### config.mk
export PLATFORM = sky130hd
export DESIGN_NAME = input_debouncer
export DESIGN_NICKNAME = d
export VERILOG_FILES = /design/src/rtl/debounce_pkg.sv /design/src/rtl/sync_2ff.sv /design/src/rtl/input_debouncer.sv
export SDC_FILE = /design/constraint.sdc
export NUM_CORES = 1
export LEC_CHECK = 0
export CAP_MARGIN = 25
export CORE_AREA = 2 2 44 46
export CTS_CLUSTER_DIAMETER = 40
export DETAILED_ROUTE_END_ITERATION = 16
export DIE_AREA = 0 0 46 48
export GPL_TIMING_DRIVEN = 0
export PLACE_DENSITY = 0.74
export SLEW_MARGIN = 20
export SYNTH_ARGS = -nofsm -noshare
export SYNTH_HDL_FRONTEND = slang
export SYNTH_SLANG_ARGS = --single-unit
### constraint.sdc
create_clock -name Clock -period 5.2 [get_ports Clock]
set_input_delay 1.56 -clock Clock [delete_from_list [all_inputs] [get_ports Clock]]
set_output_delay 1.56 -clock Clock [all_outputs]
set_load 0.02 [all_outputs]
### src/rtl/debounce_pkg.sv
// Shared definitions for the debounced-input path: state encoding and level decode.
// Bit 1 of the state encoding is the debounced level itself.
package debounce_pkg;

    typedef logic [1:0] state_t;

    localparam state_t STABLE_LO = 2'b00;
    localparam state_t WAIT_HI   = 2'b01;
    localparam state_t STABLE_HI = 2'b11;
    localparam state_t WAIT_LO   = 2'b10;

    function automatic logic level_of(input state_t st);
        return st[1];
    endfunction

endpackage

### src/rtl/sync_2ff.sv
// Two-flop synchroniser for a single asynchronous bit; reusable by any raw input path.
module sync_2ff (
    input  logic Clock,
    input  logic Resetn,
    input  logic d,
    output logic q
);

    logic r_meta;
    logic r_sync;

    // Free-running capture chain, cleared by the asynchronous reset.
    always_ff @(posedge Clock or negedge Resetn) begin
        if (!Resetn) begin
            r_meta <= 1'b0;
            r_sync <= 1'b0;
        end else begin
            r_meta <= d;
            r_sync <= r_meta;
        end
    end

    assign q = r_sync;

endmodule

### src/rtl/input_debouncer.sv
// Synchronises and debounces a raw input into a clean level w plus one-cycle rise/fall pulses.
// The FSM and counter only advance on tick-qualified edges; the synchroniser always runs.
module input_debouncer
    import debounce_pkg::*;
#(
    parameter int DEBOUNCE_CYCLES = 4,
    parameter int CNT_W           = 8
) (
    input  logic Clock,
    input  logic Resetn,
    input  logic tick,
    input  logic d_in,
    output logic w,
    output logic rise,
    output logic fall
);

    localparam logic [CNT_W-1:0] CNT_LAST = CNT_W'(DEBOUNCE_CYCLES - 1);
    localparam logic [CNT_W-1:0] CNT_ZERO = {CNT_W{1'b0}};
    localparam logic [CNT_W-1:0] CNT_ONE  = CNT_W'(1);

    logic             w_s;
    state_t           r_state;
    state_t           w_state_nxt;
    logic [CNT_W-1:0] r_cnt;
    logic [CNT_W-1:0] w_cnt_nxt;
    logic             r_w;
    logic             r_rise;
    logic             r_fall;
    logic             w_w_nxt;
    logic             w_rise_nxt;
    logic             w_fall_nxt;

    sync_2ff u_sync (
        .Clock  (Clock),
        .Resetn (Resetn),
        .d      (d_in),
        .q      (w_s)
    );

    // State, counter and output registers.
    always_ff @(posedge Clock or negedge Resetn) begin
        if (!Resetn) begin
            r_state <= STABLE_LO;
            r_cnt   <= CNT_ZERO;
            r_w     <= 1'b0;
            r_rise  <= 1'b0;
            r_fall  <= 1'b0;
        end else begin
            r_state <= w_state_nxt;
            r_cnt   <= w_cnt_nxt;
            r_w     <= w_w_nxt;
            r_rise  <= w_rise_nxt;
            r_fall  <= w_fall_nxt;
        end
    end

    // Next-state and counter: a level change is accepted only after an unbroken run of samples.
    always_comb begin
        w_state_nxt = r_state;
        w_cnt_nxt   = r_cnt;
        if (tick) begin
            case (r_state)
                STABLE_LO: begin
                    if (w_s) begin
                        w_state_nxt = WAIT_HI;
                        w_cnt_nxt   = CNT_ZERO;
                    end else begin
                        w_state_nxt = STABLE_LO;
                    end
                end
                WAIT_HI: begin
                    if (!w_s) begin
                        w_state_nxt = STABLE_LO;
                        w_cnt_nxt   = CNT_ZERO;
                    end else if (r_cnt == CNT_LAST) begin
                        w_state_nxt = STABLE_HI;
                        w_cnt_nxt   = CNT_ZERO;
                    end else begin
                        w_cnt_nxt   = r_cnt + CNT_ONE;
                    end
                end
                STABLE_HI: begin
                    if (!w_s) begin
                        w_state_nxt = WAIT_LO;
                        w_cnt_nxt   = CNT_ZERO;
                    end else begin
                        w_state_nxt = STABLE_HI;
                    end
                end
                WAIT_LO: begin
                    if (w_s) begin
                        w_state_nxt = STABLE_HI;
                        w_cnt_nxt   = CNT_ZERO;
                    end else if (r_cnt == CNT_LAST) begin
                        w_state_nxt = STABLE_LO;
                        w_cnt_nxt   = CNT_ZERO;
                    end else begin
                        w_cnt_nxt   = r_cnt + CNT_ONE;
                    end
                end
                default: begin
                    w_state_nxt = STABLE_LO;
                    w_cnt_nxt   = CNT_ZERO;
                end
            endcase
        end else begin
            w_state_nxt = r_state;
            w_cnt_nxt   = r_cnt;
        end
    end

    // Outputs decoded from the transition so they update on the same edge as the state.
    always_comb begin
        w_w_nxt    = level_of(w_state_nxt);
        w_rise_nxt = (r_state == WAIT_HI) && (w_state_nxt == STABLE_HI);
        w_fall_nxt = (r_state == WAIT_LO) && (w_state_nxt == STABLE_LO);
    end

    assign w    = r_w;
    assign rise = r_rise;
    assign fall = r_fall;

endmodule
* Word level (Yosys, flattened, before mapping)
Index checks and enable logic that the tools add are counted.
** Storage, ports and cells
- Bits in latches :: 0
- Bits in registers :: 15
- Word-level logic and storage cells :: 34
- Memory bits (writable) :: 0
- Memory bits (read-only) :: 0
- Memories :: 0
** Cells by class
- Multiply operators :: 0
- Shift-type cells :: 0
- Reductions and logical operators :: 5
- Bitwise operators :: 0
- Div/mod/pow operators :: 0
- Add/sub/neg operators :: 1
- Equality and inequality tests :: 7
- Muxes and demuxes :: 14
- Magnitude comparators :: 0
** Operators by type and width (count)
- $mux W8 :: 5
- $pmux W8 S4 :: 1
- $mux W2 :: 5
- $add A8 B1 Y8 const B :: 1
- $eq A8 B2 Y1 const B :: 1
- $pmux W2 S4 :: 1
- $eq A2 B2 Y1 const B :: 3
- $logic_not A2 Y1 :: 2
- $reduce_and A3 Y1 :: 1
- $eq A2 B1 Y1 const B :: 1
- $logic_and A1 B1 Y1 :: 2
- $mux W1 :: 2
- $ne A2 B1 Y1 const B :: 1
- $ne A2 B2 Y1 const B :: 1

* Longest topological paths before layout
Gate-level depths: netlist (run 1).
- Word-level depth :: 7
- Mapped depth :: 6
- Depth with buffers taken out :: 6

* Modules after synthesis
Synthesis (run 1) repeated with hierarchy kept, for this count alone.
** Second synthesis, totals
- Cells, all modules :: 86
- Area total of the unflattened synthesis :: 888.4 µm²
** By module, submodules not included
- input_debouncer :: area each 838.3 µm², cells an instance 84, instances 1, sequential area each 300.3 µm²
- sync_2ff :: area each 50.0 µm², cells an instance 2, instances 1, sequential area each 50.0 µm²

* Worst setup path after synthesis (run 1)
Ideal clock, no wire load.
- Path kind :: input -> register
- Start point :: input tick
- End point :: register r_fall, in the netlist fall
- Path slack :: 2.596 ns
- Stages :: 4
- Arrival :: 2.537 ns
- Data required time :: 5.133 ns
- Path through :: or2b_2 -> nand2b_2 -> a221oi_2 -> o2111a_1
** On the way
- Cells in the longest elaborated chain, start to end :: 3
** Ends and longest elaborated chain
- start: declaration :: line input_debouncer.sv:11 : input logic tick,
- $mux W2 :: line input_debouncer.sv:62 : if (tick) begin
- $logic_not A2 Y1 :: line input_debouncer.sv:117 : w_fall_nxt = (r_state == WAIT_LO) && (w_state_nxt == STABLE_LO);
- $logic_and A1 B1 Y1 :: line input_debouncer.sv:117
- net w_fall_nxt :: line input_debouncer.sv:32 : logic w_fall_nxt;
- end signal: assignment :: line input_debouncer.sv:54 : r_fall <= w_fall_nxt;
- end: declaration :: line input_debouncer.sv:29 : logic r_fall;
The timed path passes the listed nets, and every way through them passes these cells.
A chain may end at the register's enable or synchronous reset.

* Final worst setup path (run 1)
Same ends and word-level chain as after synthesis.

==> results.yml, run 1 <==
critical_path:
  reg2reg_depth: 6
  path_max_fanout: 5
  worstPathCellList: "clkdlybuf4s50_1 -> or2b_2 -> nand2b_2 -> a221oi_2 -> o2111a_1"
  cp_data_required_time_ns: 5.43
  cp_slowest_cell: "clkdlybuf4s50_1"
  r2r_slack_ns: 3.23
  highest_cell_delay_on_the_worst_timing_path_ns: 0.51
  worstPathArrival_ns: 3.15
  worst_path_class_setup: "primary input to flip-flop"
  worst_setup_path_start_kind: "primary input"
  r2r-start: "r_state[1]"
  crit_path_end_kind: "flip-flop"
  worst_reg2reg_path_endpoint: "r_cnt[2]"
route:
  vias_per_cell: 5.71
  drt_first_iter_violations: 10
  routed_len_inst_um: 14.7
  drc_violations_left: 0
  routed_wl_um: 1640
  initial_drt_pass_iterations: 4
  dr_total_vias: 640
  antenna_violating_nets_left: 0
global_route:
  groute.usage.overall_pct: 18.8
  grt_antenna_before_repair: 0
  number_of_global_route_vias_before_repair: 617
  grt_overflow: 0
  grt_max_degree: 15
  wire_length_of_the_first_global_routing_pass_um: 2790
cts:
  clk_transition_reported_paths_ns: 0.07
  clk-insertion-delay-late_ns: 0.28
  post_cts_resized: 0
  cts_max_level: 1
  cts_max_path_buffers: 2
  tritoncts: "built"
  cts.sink_count: 14
  cts_post_setup_buffers_inserted: 0
  quantity_of_hold_fixing_buffers_added_after_cts: 0
  cts_buffers: 3
  cts-root-buf: "clkbuf_4"
floorplan:
  io_pins: 7
  core_region_area_um2: 1690
  die_outline_area_um2: 2210
  die_w_um: 46
  floorplan.initialDensity_pct: 52.6
  rows: 15
  die_y_um: 48
job:
  timing.max_cap.violations: 0
timing:
  timing.slew.headroom_pct: 58.5
  maxSlewViolCount: 0
  finalCritPeriodShare_pct: 56.2
  clock_skew_ns: 0.00111
  final_period_minus_worst_setup_slack_ns: 2.92
  fmaxAchievable_mhz: 342
  tightest_pin_transition_ns: 0.620
  setup_viol_count_final: 0
  rsz0062_at_grt: "no"
  timing.final.hold_violations: 0
  fin_setup_tns_ns: 0
yosys:
  synth_area_um2: 888
  synth_cells: 86
  ys_seq_elements: 14
  syn_nets: 96
  synthDistinctLibCells: 35
  synthesis.yosys.warnings: 0
  synth_seq_area_share_pct: 39.4
  post_synthesis_average_cell_area_um2: 10.3
placed_design:
  place.detailed.instances: 109
  dp_hpwl_um: 1200
  io_buffers: 6
  placer_congestion_estimate: 0.877
layout:
  final_core_utilization_pct: 58.7
  area_growth_syn_to_layout_pct: 11.7
  layout_cells_sized_above_1_pct: 18.9
  finalNonFillerCells: 112
  antenna-diode-count: 0
  fillCellCount: 147
  final_nets: 107
pwr:
  total_power_uw: 217
  powerDensity_nw_per_um2: 218
  clkPwrFrac_pct: 28.0
  power_frac_comb_pct: 18.7
  p_seq_share_pct: 53.3
  p_sw_share_pct: 28.2
  vdd_ir_drop_max_mv: 0.182
  p_leak_nw: 0.436
  intPower_uw: 156
  switchingPower_uw: 61.1
hold_path:
  hold_path.class: "flip-flop to flip-flop"
  timing.hold.worst_path_depth: 0
  hold_end: "u_sync.q"
  hold_path.startpoint: "u_sync.r_meta"
status:
  status: "completed"
## logic make-up after synthesis
group	Yosys count	synth area share (%)
mux	1	1.55
simple gates	40	29.4
flops	14	39.4
fa+ha+maj	6	8.45
xor+xnor	6	5.92
compound gates	13	10.7
buf+inv	6	4.51
## area by class of cell
type                            instances  area, µm²  share of cell area [%]
Tap cell                               17       21.3                    2.14
Clock buffer                            3       22.5                    2.27
Sequential cell                        14        350                    35.3
Timing Repair Buffer                    6       60.1                    6.05
Buffer                                  2       25.0                    2.52
Multi-Input combinational cell         66        498                    50.2
Inverter                                4       15.0                    1.51
## cells in the mapped netlist
library cell,count,area share [%]
o21a_1,2,1.7
and2_2,2,1.7
or3_2,1,0.85
a21o_2,1,0.99
nor4b_4,1,2.7
nand3_1,3,1.7
o21ai_0,3,1.7
nor3_1,1,0.56
a221oi_2,1,1.7
nand3b_1,1,0.85
dfrtp_1,14,39
nor2_1,10,4.2
and3_2,1,0.85
nand2_1,6,2.5
a22oi_1,1,0.85
nand2b_2,1,0.99
nor2b_1,1,0.70
o21ai_1,1,0.56
a211oi_1,1,0.85
buf_6,1,1.3
or2b_2,1,0.99
mux2i_2,1,1.5
nor4b_1,2,2.0
xor2_1,6,5.9
o2111a_1,1,1.3
ha_1,6,8.5
a21oi_1,2,1.1
and4_2,1,1.1
clkbuf_8,1,1.5
nor4b_2,1,1.7
and4_1,1,0.99
and2_1,1,0.70
or4b_4,1,1.5
inv_1,4,1.7
nand4_1,4,2.8
## power by group through the flow
stage,combinational (mW),sequential (mW),clock (mW)
4_1_cts,0.0404,0.115,0.0634
6_report,0.0405,0.115,0.0608
5_1_grt,0.0451,0.116,0.0661
2_1_floorplan,0.0287,0.117,0
3_5_place_dp,0.0402,0.118,0
3_3_place_gp,0.0390,0.117,0
## cell usage in the layout, fill, tap and decap left out, drive strengths merged, types with 6 or more instances in the layout
master         count
ha                 6
nor2              10
xor2               6
dfrtp             14
clkdlybuf4s50      6
nand2              6
## worst max-delay path, delay by kind of cell
| family | cells | cell delay, ns |
|---|---|---|
| buffers and inverters | 1 | 0.51 |
| AOI/OAI and AO/OA | 2 | 0.51 |
| and+or+nand+nor | 2 | 0.57 |
## sequential cells by signal, indices dropped and copies added, names as in the netlist
register       cells
u_sync.q           1
r_state            2
fall               1
rise               1
u_sync.r_meta      1
r_cnt              8
## worst max-delay path by stage
stage               endpoint  startpoint  cells past startpoint
floorplan               fall        tick                      4
global placement        fall        tick                      5
detailed placement      fall        tick                      5
CTS                        w  r_state[1]                      1
global route            rise        tick                      5
finish                  fall        tick                      5
## routing by layer
layer / part of all wire, % / wire (µm) / GRT usage, % / vias up
met2: 46 / 762 / 28.9 / 13
met5: 0 / 0 / 0 / -
met1: 47 / 780 / 24.8 / 297
li1: - / - / - / 325
met4: 2.9 / 48 / 11.4 / 0
met3: 3.2 / 53 / 3.40 / 5
## metrics by stage
stage	worst slack, ns	hold WS, ns	cell area, µm²
global placement	1.97	0.339	970
floorplan	2.60	0.331	888
CTS	2.26	0.368	992
global route	2.17	0.384	992
finish	2.28	0.362	992
detailed placement	1.97	0.349	970
Power figures use the tool's default switching activity.
==> run 2, diff against run 1 <==
==> constraint.sdc (replaced) <==
create_clock -name Clock -period 2.9 [get_ports Clock]
set_input_delay 0.87 -clock Clock [delete_from_list [all_inputs] [get_ports Clock]]
set_output_delay 0.87 -clock Clock [all_outputs]
set_load 0.02 [all_outputs]
==> results of run 2 <==
Same layout as run 1 (identical final DEF). Status: completed.
Among the figures that moved: setup slack after placement 1.97 ns -> 0.361 ns; setup slack after layout 2.28 ns -> 0.666 ns; register-to-register setup slack 3.23 ns -> 0.93 ns; total power 0.217 mW -> 0.389 mW; worst IR drop on VDD 0.182 mV -> 0.326 mV
==> run 3, diff against run 2 <==
==> constraint.sdc (replaced) <==
create_clock -name Clock -period 2.2 [get_ports Clock]
set_input_delay 0.66 -clock Clock [delete_from_list [all_inputs] [get_ports Clock]]
set_output_delay 0.66 -clock Clock [all_outputs]
set_load 0.02 [all_outputs]
==> results of run 3 <==
Same layout as run 1 (identical final DEF). Status: completed.
Among the figures that moved: setup slack after placement 1.97 ns -> -0.129 ns; setup slack after layout 2.28 ns -> 0.176 ns; register-to-register setup slack 3.23 ns -> 0.23 ns; total power 0.217 mW -> 0.512 mW; worst IR drop on VDD 0.182 mV -> 0.430 mV
